`config.mk`:
```
export PLATFORM = sky130hd
export DESIGN_NAME = flash_fetch_cache
export DESIGN_NICKNAME = d
export VERILOG_FILES = /design/src/rtl/flash_fetch_cache_pkg.sv /design/src/rtl/fetch_cache_ram.sv /design/src/rtl/flash_fetch_cache.sv
export SDC_FILE = /design/constraint.sdc
export NUM_CORES = 2
export LEC_CHECK = 0
export BUFFER_PORTS_ARGS = -buffer_cell sky130_fd_sc_hd__buf_2
export CAP_MARGIN = 5
export CORE_UTILIZATION = 30
export DETAILED_ROUTE_END_ITERATION = 6
export PLACE_DENSITY = 0.55
export RECOVER_POWER = 100
export SLEW_MARGIN = 20
export SYNTH_ARGS = -nofsm -noshare
export SYNTH_HDL_FRONTEND = slang
export SYNTH_HIERARCHICAL = 1
export SYNTH_SLANG_ARGS = --single-unit
```
`constraint.sdc`:
```
create_clock -name clk -period 7.9 [get_ports clk]
set_clock_uncertainty 0.05 [all_clocks]
set_input_delay 0.395 -clock clk [delete_from_list [all_inputs] [get_ports clk]]
set_output_delay 0.395 -clock clk [all_outputs]
set_load 0.05 [all_outputs]
```
`src/rtl/flash_fetch_cache_pkg.sv`:
```
// Shared types and sizing helpers for the flash instruction-fetch cache.
package flash_fetch_cache_pkg;

    localparam int unsigned ADDR_W_DEF     = 24;
    localparam int unsigned INDEX_BITS_DEF = 5;
    localparam int unsigned DATA_W         = 32;

    typedef enum logic [1:0] {
        ST_INIT,
        ST_IDLE,
        ST_LOOKUP,
        ST_FILL
    } state_t;

    function automatic int unsigned tag_width(input int unsigned addr_w,
                                              input int unsigned index_bits);
        return addr_w - index_bits;
    endfunction

endpackage

```
`src/rtl/fetch_cache_ram.sv`:
```
// Single-port line store with one-cycle synchronous read; a write cycle skips the read.
module fetch_cache_ram #(
    parameter int unsigned INDEX_BITS = 5,
    parameter int unsigned WIDTH      = 51
) (
    input  logic                  clk,
    input  logic                  we,
    input  logic [INDEX_BITS-1:0] addr,
    input  logic [WIDTH-1:0]      wdata,
    output logic [WIDTH-1:0]      rdata
);

    localparam int unsigned DEPTH = 2 ** INDEX_BITS;

    logic [WIDTH-1:0] mem [DEPTH];

    always_ff @(posedge clk) begin
        if (we) begin
            mem[addr] <= wdata;
        end else begin
            rdata <= mem[addr];
        end
    end

endmodule

```
`src/rtl/flash_fetch_cache.sv`:
```
// Direct-mapped, one-word-per-line instruction cache in front of the quad-SPI flash reader.
module flash_fetch_cache
    import flash_fetch_cache_pkg::*;
#(
    parameter int unsigned ADDR_W     = ADDR_W_DEF,
    parameter int unsigned INDEX_BITS = INDEX_BITS_DEF
) (
    input  logic              clk,
    input  logic              reset,
    input  logic [ADDR_W-1:0] cpu_addr,
    input  logic              cpu_start,
    input  logic              flush,
    output logic [DATA_W-1:0] cpu_q,
    output logic              cpu_done,
    output logic              cpu_busy,
    output logic [ADDR_W-1:0] spi_addr,
    output logic              spi_start,
    input  logic [DATA_W-1:0] spi_instr,
    input  logic              spi_init_done,
    input  logic              spi_recv_done
);

    localparam int unsigned TAG_W  = tag_width(ADDR_W, INDEX_BITS);
    localparam int unsigned LINE_W = DATA_W + TAG_W;
    localparam int unsigned LINES  = 2 ** INDEX_BITS;

    state_t                  state;
    logic [ADDR_W-1:0]       req_addr;
    logic [LINES-1:0]        valid;
    logic                    flush_pending;

    logic [INDEX_BITS-1:0]   req_idx;
    logic [TAG_W-1:0]        req_tag;
    logic [INDEX_BITS-1:0]   ram_addr;
    logic [LINE_W-1:0]       ram_wdata;
    logic [LINE_W-1:0]       ram_rdata;
    logic                    ram_we;
    logic [TAG_W-1:0]        line_tag;
    logic [DATA_W-1:0]       line_data;
    logic                    hit;
    logic                    flush_apply_c;

    assign req_idx       = req_addr[INDEX_BITS-1:0];
    assign req_tag       = req_addr[ADDR_W-1:INDEX_BITS];
    assign ram_we        = (state == ST_FILL) && spi_recv_done && spi_init_done && !reset;
    assign ram_addr      = (state == ST_FILL) ? req_idx : cpu_addr[INDEX_BITS-1:0];
    assign ram_wdata     = {req_tag, spi_instr};
    assign {line_tag, line_data} = ram_rdata;
    assign hit           = valid[req_idx] && (line_tag == req_tag);
    assign flush_apply_c = flush || flush_pending;

    fetch_cache_ram #(
        .INDEX_BITS (INDEX_BITS),
        .WIDTH      (LINE_W)
    ) u_ram (
        .clk   (clk),
        .we    (ram_we),
        .addr  (ram_addr),
        .wdata (ram_wdata),
        .rdata (ram_rdata)
    );

    // Flushes seen while busy are deferred and applied on the edge that re-enters IDLE.
    always_ff @(posedge clk) begin
        if (reset) begin
            state         <= ST_INIT;
            req_addr      <= '0;
            valid         <= '0;
            flush_pending <= 1'b0;
            cpu_q         <= '0;
            cpu_done      <= 1'b0;
            cpu_busy      <= 1'b1;
            spi_addr      <= '0;
            spi_start     <= 1'b0;
        end else begin
            cpu_done <= 1'b0;
            if (flush && state != ST_IDLE) begin
                flush_pending <= 1'b1;
            end
            if (state != ST_INIT && !spi_init_done) begin
                state     <= ST_INIT;
                cpu_busy  <= 1'b1;
                spi_start <= 1'b0;
            end else begin
                case (state)
                    ST_INIT: begin
                        if (spi_init_done) begin
                            state    <= ST_IDLE;
                            cpu_busy <= 1'b0;
                            if (flush_apply_c) begin
                                valid         <= '0;
                                flush_pending <= 1'b0;
                            end
                        end
                    end
                    ST_IDLE: begin
                        if (flush) begin
                            valid <= '0;
                        end else if (cpu_start) begin
                            req_addr <= cpu_addr;
                            cpu_busy <= 1'b1;
                            state    <= ST_LOOKUP;
                        end
                    end
                    ST_LOOKUP: begin
                        if (hit) begin
                            cpu_q    <= line_data;
                            cpu_done <= 1'b1;
                            cpu_busy <= 1'b0;
                            state    <= ST_IDLE;
                            if (flush_apply_c) begin
                                valid         <= '0;
                                flush_pending <= 1'b0;
                            end
                        end else begin
                            spi_addr  <= req_addr;
                            spi_start <= 1'b1;
                            state     <= ST_FILL;
                        end
                    end
                    ST_FILL: begin
                        if (spi_recv_done) begin
                            valid[req_idx] <= 1'b1;
                            cpu_q          <= spi_instr;
                            cpu_done       <= 1'b1;
                            cpu_busy       <= 1'b0;
                            spi_start      <= 1'b0;
                            state          <= ST_IDLE;
                            if (flush_apply_c) begin
                                valid         <= '0;
                                flush_pending <= 1'b0;
                            end
                        end
                    end
                    default: begin
                        state <= ST_INIT;
                    end
                endcase
            end
        end
    end

endmodule

```
After elaboration in Yosys (flattened, before gate mapping)
Memory sizes are Yosys's and may differ from the RTL's. A register that Yosys moved wholly into a read port is not among the register bits.
Cells that the tools add are included.
{"block": "word_totals", "output_inout_bits": 59, "ram_bits": 1632, "reg_bits": 118, "mem_count": 1, "input_bits": 62, "elab_cells": 91}
{"block": "op_classes", "n_bitwise": 4, "n_mux": 41, "n_reduce_logical": 22, "n_eq_ne": 12, "order_cmp": 2}
{"memory": "u_ram.mem", "words": 32, "width": 51, "rd": 1, "rd_ports_with_merged_regs": 1, "wr": 1, "line": "fetch_cache_ram.sv:15", "rtl": "logic [WIDTH-1:0] mem [DEPTH];"}
{"operator": "2-to-1 mux 32 bit", "n": 8}
{"operator": "case mux 32 bit (4 select lines)", "n": 1}
{"operator": "case mux 32 bit (2 select lines)", "n": 1}
{"operator": "bitwise OR 32 bit", "n": 1}
{"operator": "== test 19 bit", "n": 1}
{"operator": "2-to-1 mux 1 bit", "n": 18}
{"operator": "!= test 2 bit, second input constant", "n": 7}
{"operator": "AND reduction 4 bit", "n": 3}
{"operator": "2-to-1 mux 2 bit", "n": 5}
{"operator": "AND reduction 5 bit", "n": 2}
{"operator": "case mux 2 bit (4 select lines)", "n": 1}
{"operator": "logical AND 1 bit", "n": 7}
{"operator": "< comparator 5 x 6 -> 1 bit, second input constant", "n": 1}
{"operator": "AND reduction 3 bit", "n": 2}
{"operator": "binary-select mux 1 bit (select 5 bit)", "n": 1}
{"operator": "demux 1 bit (select 5 bit)", "n": 1}
{"operator": ">= comparator 5 x 1 -> 1 bit, second input constant", "n": 1}
{"operator": "2-to-1 mux 5 bit", "n": 1}
{"operator": "== test 2 bit, second input constant", "n": 2}
{"operator": "case mux 1 bit (2 select lines)", "n": 2}
{"operator": "case mux 1 bit (4 select lines)", "n": 1}
{"operator": "nonzero test 2 bit", "n": 2}
{"operator": "logical NOT 1 bit", "n": 3}
{"operator": "inverter 1 bit", "n": 3}
{"operator": "other kinds (6)", "n": 6}

Longest topological paths before layout
{"block": "logic_depth", "word_depth": 8, "depth_mapped": 11, "mapped_depth_nobuf": 7}

Cells and area by module
The synthesis kept the hierarchy.
{"module": "fetch_cache_ram", "cells_per_inst": 3313, "n_inst": 1, "area_per_inst_um2": 63472.1, "seq_area_each_um2": 50538.5}
{"module": "flash_fetch_cache", "cells_per_inst": 727, "n_inst": 1, "area_per_inst_um2": 5997.0, "seq_area_each_um2": 2362.3}

Worst setup path after synthesis
OpenSTA, ideal clock, no wires.
{"block": "synth_timing", "path_type": "register to register", "from": "register state[0]", "to": "memory u_ram.mem[24][0], enable pin", "arrival_ns": 6.323, "setup_time_ns": 0.523, "path_stages_with_launch": 9, "path_buffers": 2, "t_required_ns": 7.327, "slack_ns": 1.005, "cell_sequence": "dfxtp_1 ha_1 clkbuf_1 nand2_1 nor3b_1 inv_1 or3_1 clkbuf_1 nor3_1"}
{"block": "synth_via", "elab_chain_cells": 6, "word_cells_on_any_way": 7, "classes_between": "eq/ne (1); mux (3); reduce/logical (3)"}
{"element": "from (decl)", "line": "flash_fetch_cache.sv:27", "rtl": "state_t state;"}
{"element": "from (signal assigned)", "line": "flash_fetch_cache.sv:66", "rtl": "state <= ST_INIT;"}
{"element": "from (signal assigned)", "line": "flash_fetch_cache.sv:81", "rtl": "state <= ST_INIT;"}
{"element": "from (signal assigned)", "line": "flash_fetch_cache.sv:88", "rtl": "state <= ST_IDLE;"}
{"element": "== test 2 bit", "line": "flash_fetch_cache.sv:45", "rtl": "assign ram_we = (state == ST_FILL) && spi_recv_done && spi_init_done && !reset;"}
{"element": "logical AND 1 bit (3 in series)", "line": "flash_fetch_cache.sv:45"}
{"element": "net ram_we", "line": "flash_fetch_cache.sv:37", "rtl": "logic ram_we;"}
{"element": "2-to-1 mux 1 bit", "line": "fetch_cache_ram.sv:18", "rtl": "if (we) begin"}
{"element": "2-to-1 mux 1 bit (not written as such)", "line": "fetch_cache_ram.sv:19", "rtl": "mem[addr] <= wdata;"}
{"element": "to (decl)", "line": "fetch_cache_ram.sv:15"}
The timed path passes the listed nets, and every way through them passes these cells.

Worst setup path in the final report
{"block": "layout_timing", "from": "register state[0]", "to": "memory u_ram.mem[30][13], enable pin"}
Same word-level chain as after synthesis.

==> metrics.md <==
| Metric | Value |
|---|---|
| Run status | complete, but fails checks |
| Failing checks | capacitance limit, slew limit |
| Hold Vio Cnt, Final | 0 |
| Buffer type at the clock tree root | clkbuf_16 |
| R2r endpoint | u_ram/mem[30][13] |
| Synthesis-to-layout area growth | 15.0% |
| Dpl hpwl | 108,000 µm |
| Number of global-route vias before repair | 37,300 |
| Maximum VDD drop | 192 µV |
| Clk pin slew, worst setup/hold paths | 0.06 ns |
| First-pass GRT wire length | 285,000 µm |
| Crit-path cells | ha_1 > nand2_1 > nor3b_1 > nand3b_1 > nor2_1 > buf_4 |
| CTS-repair resized insts | 0 |
| Pins Over Slew Limit | 1,680 |
| Crit. End Element | register |
| WL final | 202,000 µm |
| PortBufs | 120 |
| GR Overflow Total | 0 |
| Setup TNS | 0 ns |
| IO Pins | 121 |
| # hold bufs at CTS | 38 |
| Antenna-violating nets left | 0 |
| Crit path DAT | 6.73 ns |
| Async SR Flop Fraction | 0% |
| Core Region | 0.230 mm² |
| Count leader, synth | edfxtp_1 |
| Die width | 483 µm |
| Synth top area cells | edfxtp_1 (73%), mux2i_1 (12%), o22ai_1 (3.7%) |
| Worst relative slew slack | -109% |
| Startpoint types | register |
| Hold Startpoint | reset |
| Die Ht | 483 µm |
| Syn. warnings | 6 |
| Post-synth top area cell | edfxtp_1 |
| Clock Path Buffers | 3 |
| Syn_nets | 4,107 |
| Setup Viol. Count Final | 0 |
| Critical Path RT | 8.33 ns |
| Critical path's slowest cell | nor2_1 |
| Worst R2R Path Depth | 6 |
| Worst-Margin Slew | 3.13 ns |
| DRC Markers | 0 |
| Leak | 27.2 nW |
| Iteration-0 DRC Markers | 3,948 |
| Post-synth EDFFs | 1,683 |
| Vias per cell | 5.19 |
| Hold depth | 2 |
| Num rows | 176 |
| Die footprint | 0.233 mm² |
| Cells after Synth | 4,040 |
| Hold WC Path Type | primary input to register |
| Power per Cell Area | 250 mW/mm² |
| Cell variety after synth | 55 |
| TritonCTS clock tree | done |
| R2r setup slk | 1.59 ns |
| Pre-antenna DRT Iters | 5 |
| Period minus WS final | 6.31 ns |
| Commonest cells in the synthesized netlist | edfxtp_1 (1,683), mux2i_1 (856), o22ai_1 (408) |
| Routed via count | 38,500 |
| Initial Util | 30.2% |
| Yosys reg bits | 1,801 |
| H-tree depth | 4 |
| Fraction of layout cells with a size suffix above 1 | 9.20% |
| CP Max Fanout | 19 |
| Final RePlAce weighted congestion | 0.780 |
| Skew-Pair Late Insertion Delay | 0.82 ns |
| Clock sinks | 1,801 |
| Seq/Total Area, Yosys | 76.1% |
| CP Class | register to register |
| Max stage delay on crit path | 2.37 ns |
| Pwr Total | 20.0 mW |
| Max cap viols | 62 |
| Cts bufs inserted | 181 |
| Initial antenna violation count | 10 |
| Wirelength per Cell | 27.3 µm |
| Post-CTS setup buffer count | 0 |
| Synth Area per Inst | 17.2 µm² |
| Total GRT Usage | 16.9% |
| Mapped cell area | 0.0695 mm² |
| Period Utilization, post-route | 79.9% |
| Main synth FF type | edfxtp_1 |
| Hold endpoint | req_addr[7] |
| F_max | 159 MHz |
| Synth top area share | 72.7% |
| Largest net degree at the start of global routing | 106 |
| RSZ-0062 raised after global routing | no |
| Worst R2R Start | state[0] |
| Nets | 4,303 |
-- critical path: cells and delay by family (launching register included) --
kind          cells  cell delay [ns]
flops             1             0.41
simple gates      4             4.22
buf+inv           1             0.66
fa+ha+maj         1             0.58
-- per-stage QoR --
stage / cell area, µm² / hold slack, ns / worst slack [ns] / std cells / utilization [%]
floorplan: 69500 / 0.388 / 1.00 / 4040 / -
detailed placement: 74000 / 0.384 / 2.99 / 7040 / 32.2
global route: 79900 / 0.0966 / 1.53 / 7416 / 34.7
CTS: 80400 / 0.00976 / 3.05 / 7414 / 34.9
finish: 79900 / 0.108 / 1.59 / 7419 / 34.7
global placement: 74000 / 0.382 / 2.97 / 7038 / 32.1
-- flip-flops by register name (all words and copies together), names as in the netlist --
register and cells:
cpu_busy 1, cpu_done 1, cpu_q 32, flush_pending 1, req_addr 24, spi_addr 24, spi_start 1, state 2
u_ram/mem 1632, u_ram/rdata 51, valid 32
-- layer usage --
layer  up-vias  routed length (µm)  global-route usage, %
li1      16600                   -                      -
met1     20300               90900                   24.2
met2      1402               93000                   26.6
met3       279               13900                   2.71
met4         8                4490                   4.31
met5         -                  49                      0
-- placed cells by master (no fill, tap or decap), types with 12 or more instances in the layout --
master and count:
clkbuf_1 158, buf_2 29, inv_1 72, clkbuf_16 182, buf_4 50, o211ai_1 25, nand3b_1 32, dlygate4sd3_1 38
clkinv_2 24, nor4_1 111, a32oi_1 30, o22ai_1 408, nand2_1 187, bufinv_16 13, o221ai_1 12, edfxtp_1 1683
dfxtp_1 118, clkbuf_8 13, xor2_1 16, nor2_1 32, clkinv_1 48, nand4_1 34, a31oi_1 34, a21oi_1 30
buf_12 18, mux2i_1 856
-- report_power, final --
group	switching, mW	internal [mW]	leakage [nW]
Combinational	0.638	0.292	7.30
Clock	3.74	4.81	2.87
Sequential	0.0544	10.5	17.1
-- worst max path at each step --
stage                        startpoint           endpoint  slack [ns]  cells past startpoint
after floorplan                state[0]   u_ram/mem[24][0]        1.00                      8
after global routing           state[0]  u_ram/mem[31][12]        1.53                      6
after CTS                      state[0]  u_ram/mem[13][17]        3.05                      6
after global placement    spi_recv_done   u_ram/mem[4][25]        2.97                      8
final                          state[0]  u_ram/mem[30][13]        1.59                      6
after detailed placement  spi_recv_done  u_ram/mem[13][14]        2.99                      7
-- kinds of logic (layout without fill, tap and decap cells) --
group | count (synthesis) | after routing | share of synthesized area [%]
multiplexers | 861 | 861 | 12.4
buffers and inverters | 332 | 681 | 2.35
XOR/XNOR | 19 | 19 | 0.240
AO/OA/AOI/OAI | 557 | 557 | 5.25
other | 0 | 4 | 0
AND/OR/NAND/NOR | 465 | 465 | 3.51
adder cells (fa/ha/maj) | 5 | 5 | 0.0901
flip-flops | 1801 | 1801 | 76.2
-- final cells by class --
| type | instances | area (µm²) |
|---|---|---|
| Inverter | 74 | 282 |
| Fill cell | 21700 | 150000 |
| Tap cell | 3026 | 3790 |
| Antenna cell | 4 | 10.0 |
| Clock buffer | 227 | 4850 |
| Timing Repair Buffer | 271 | 1840 |
| Sequential cell | 1801 | 52900 |
| Multi-Input combinational cell | 1907 | 15200 |
| Clock inverter | 109 | 1070 |
Note: power is estimated with default switching activity, not from simulation.
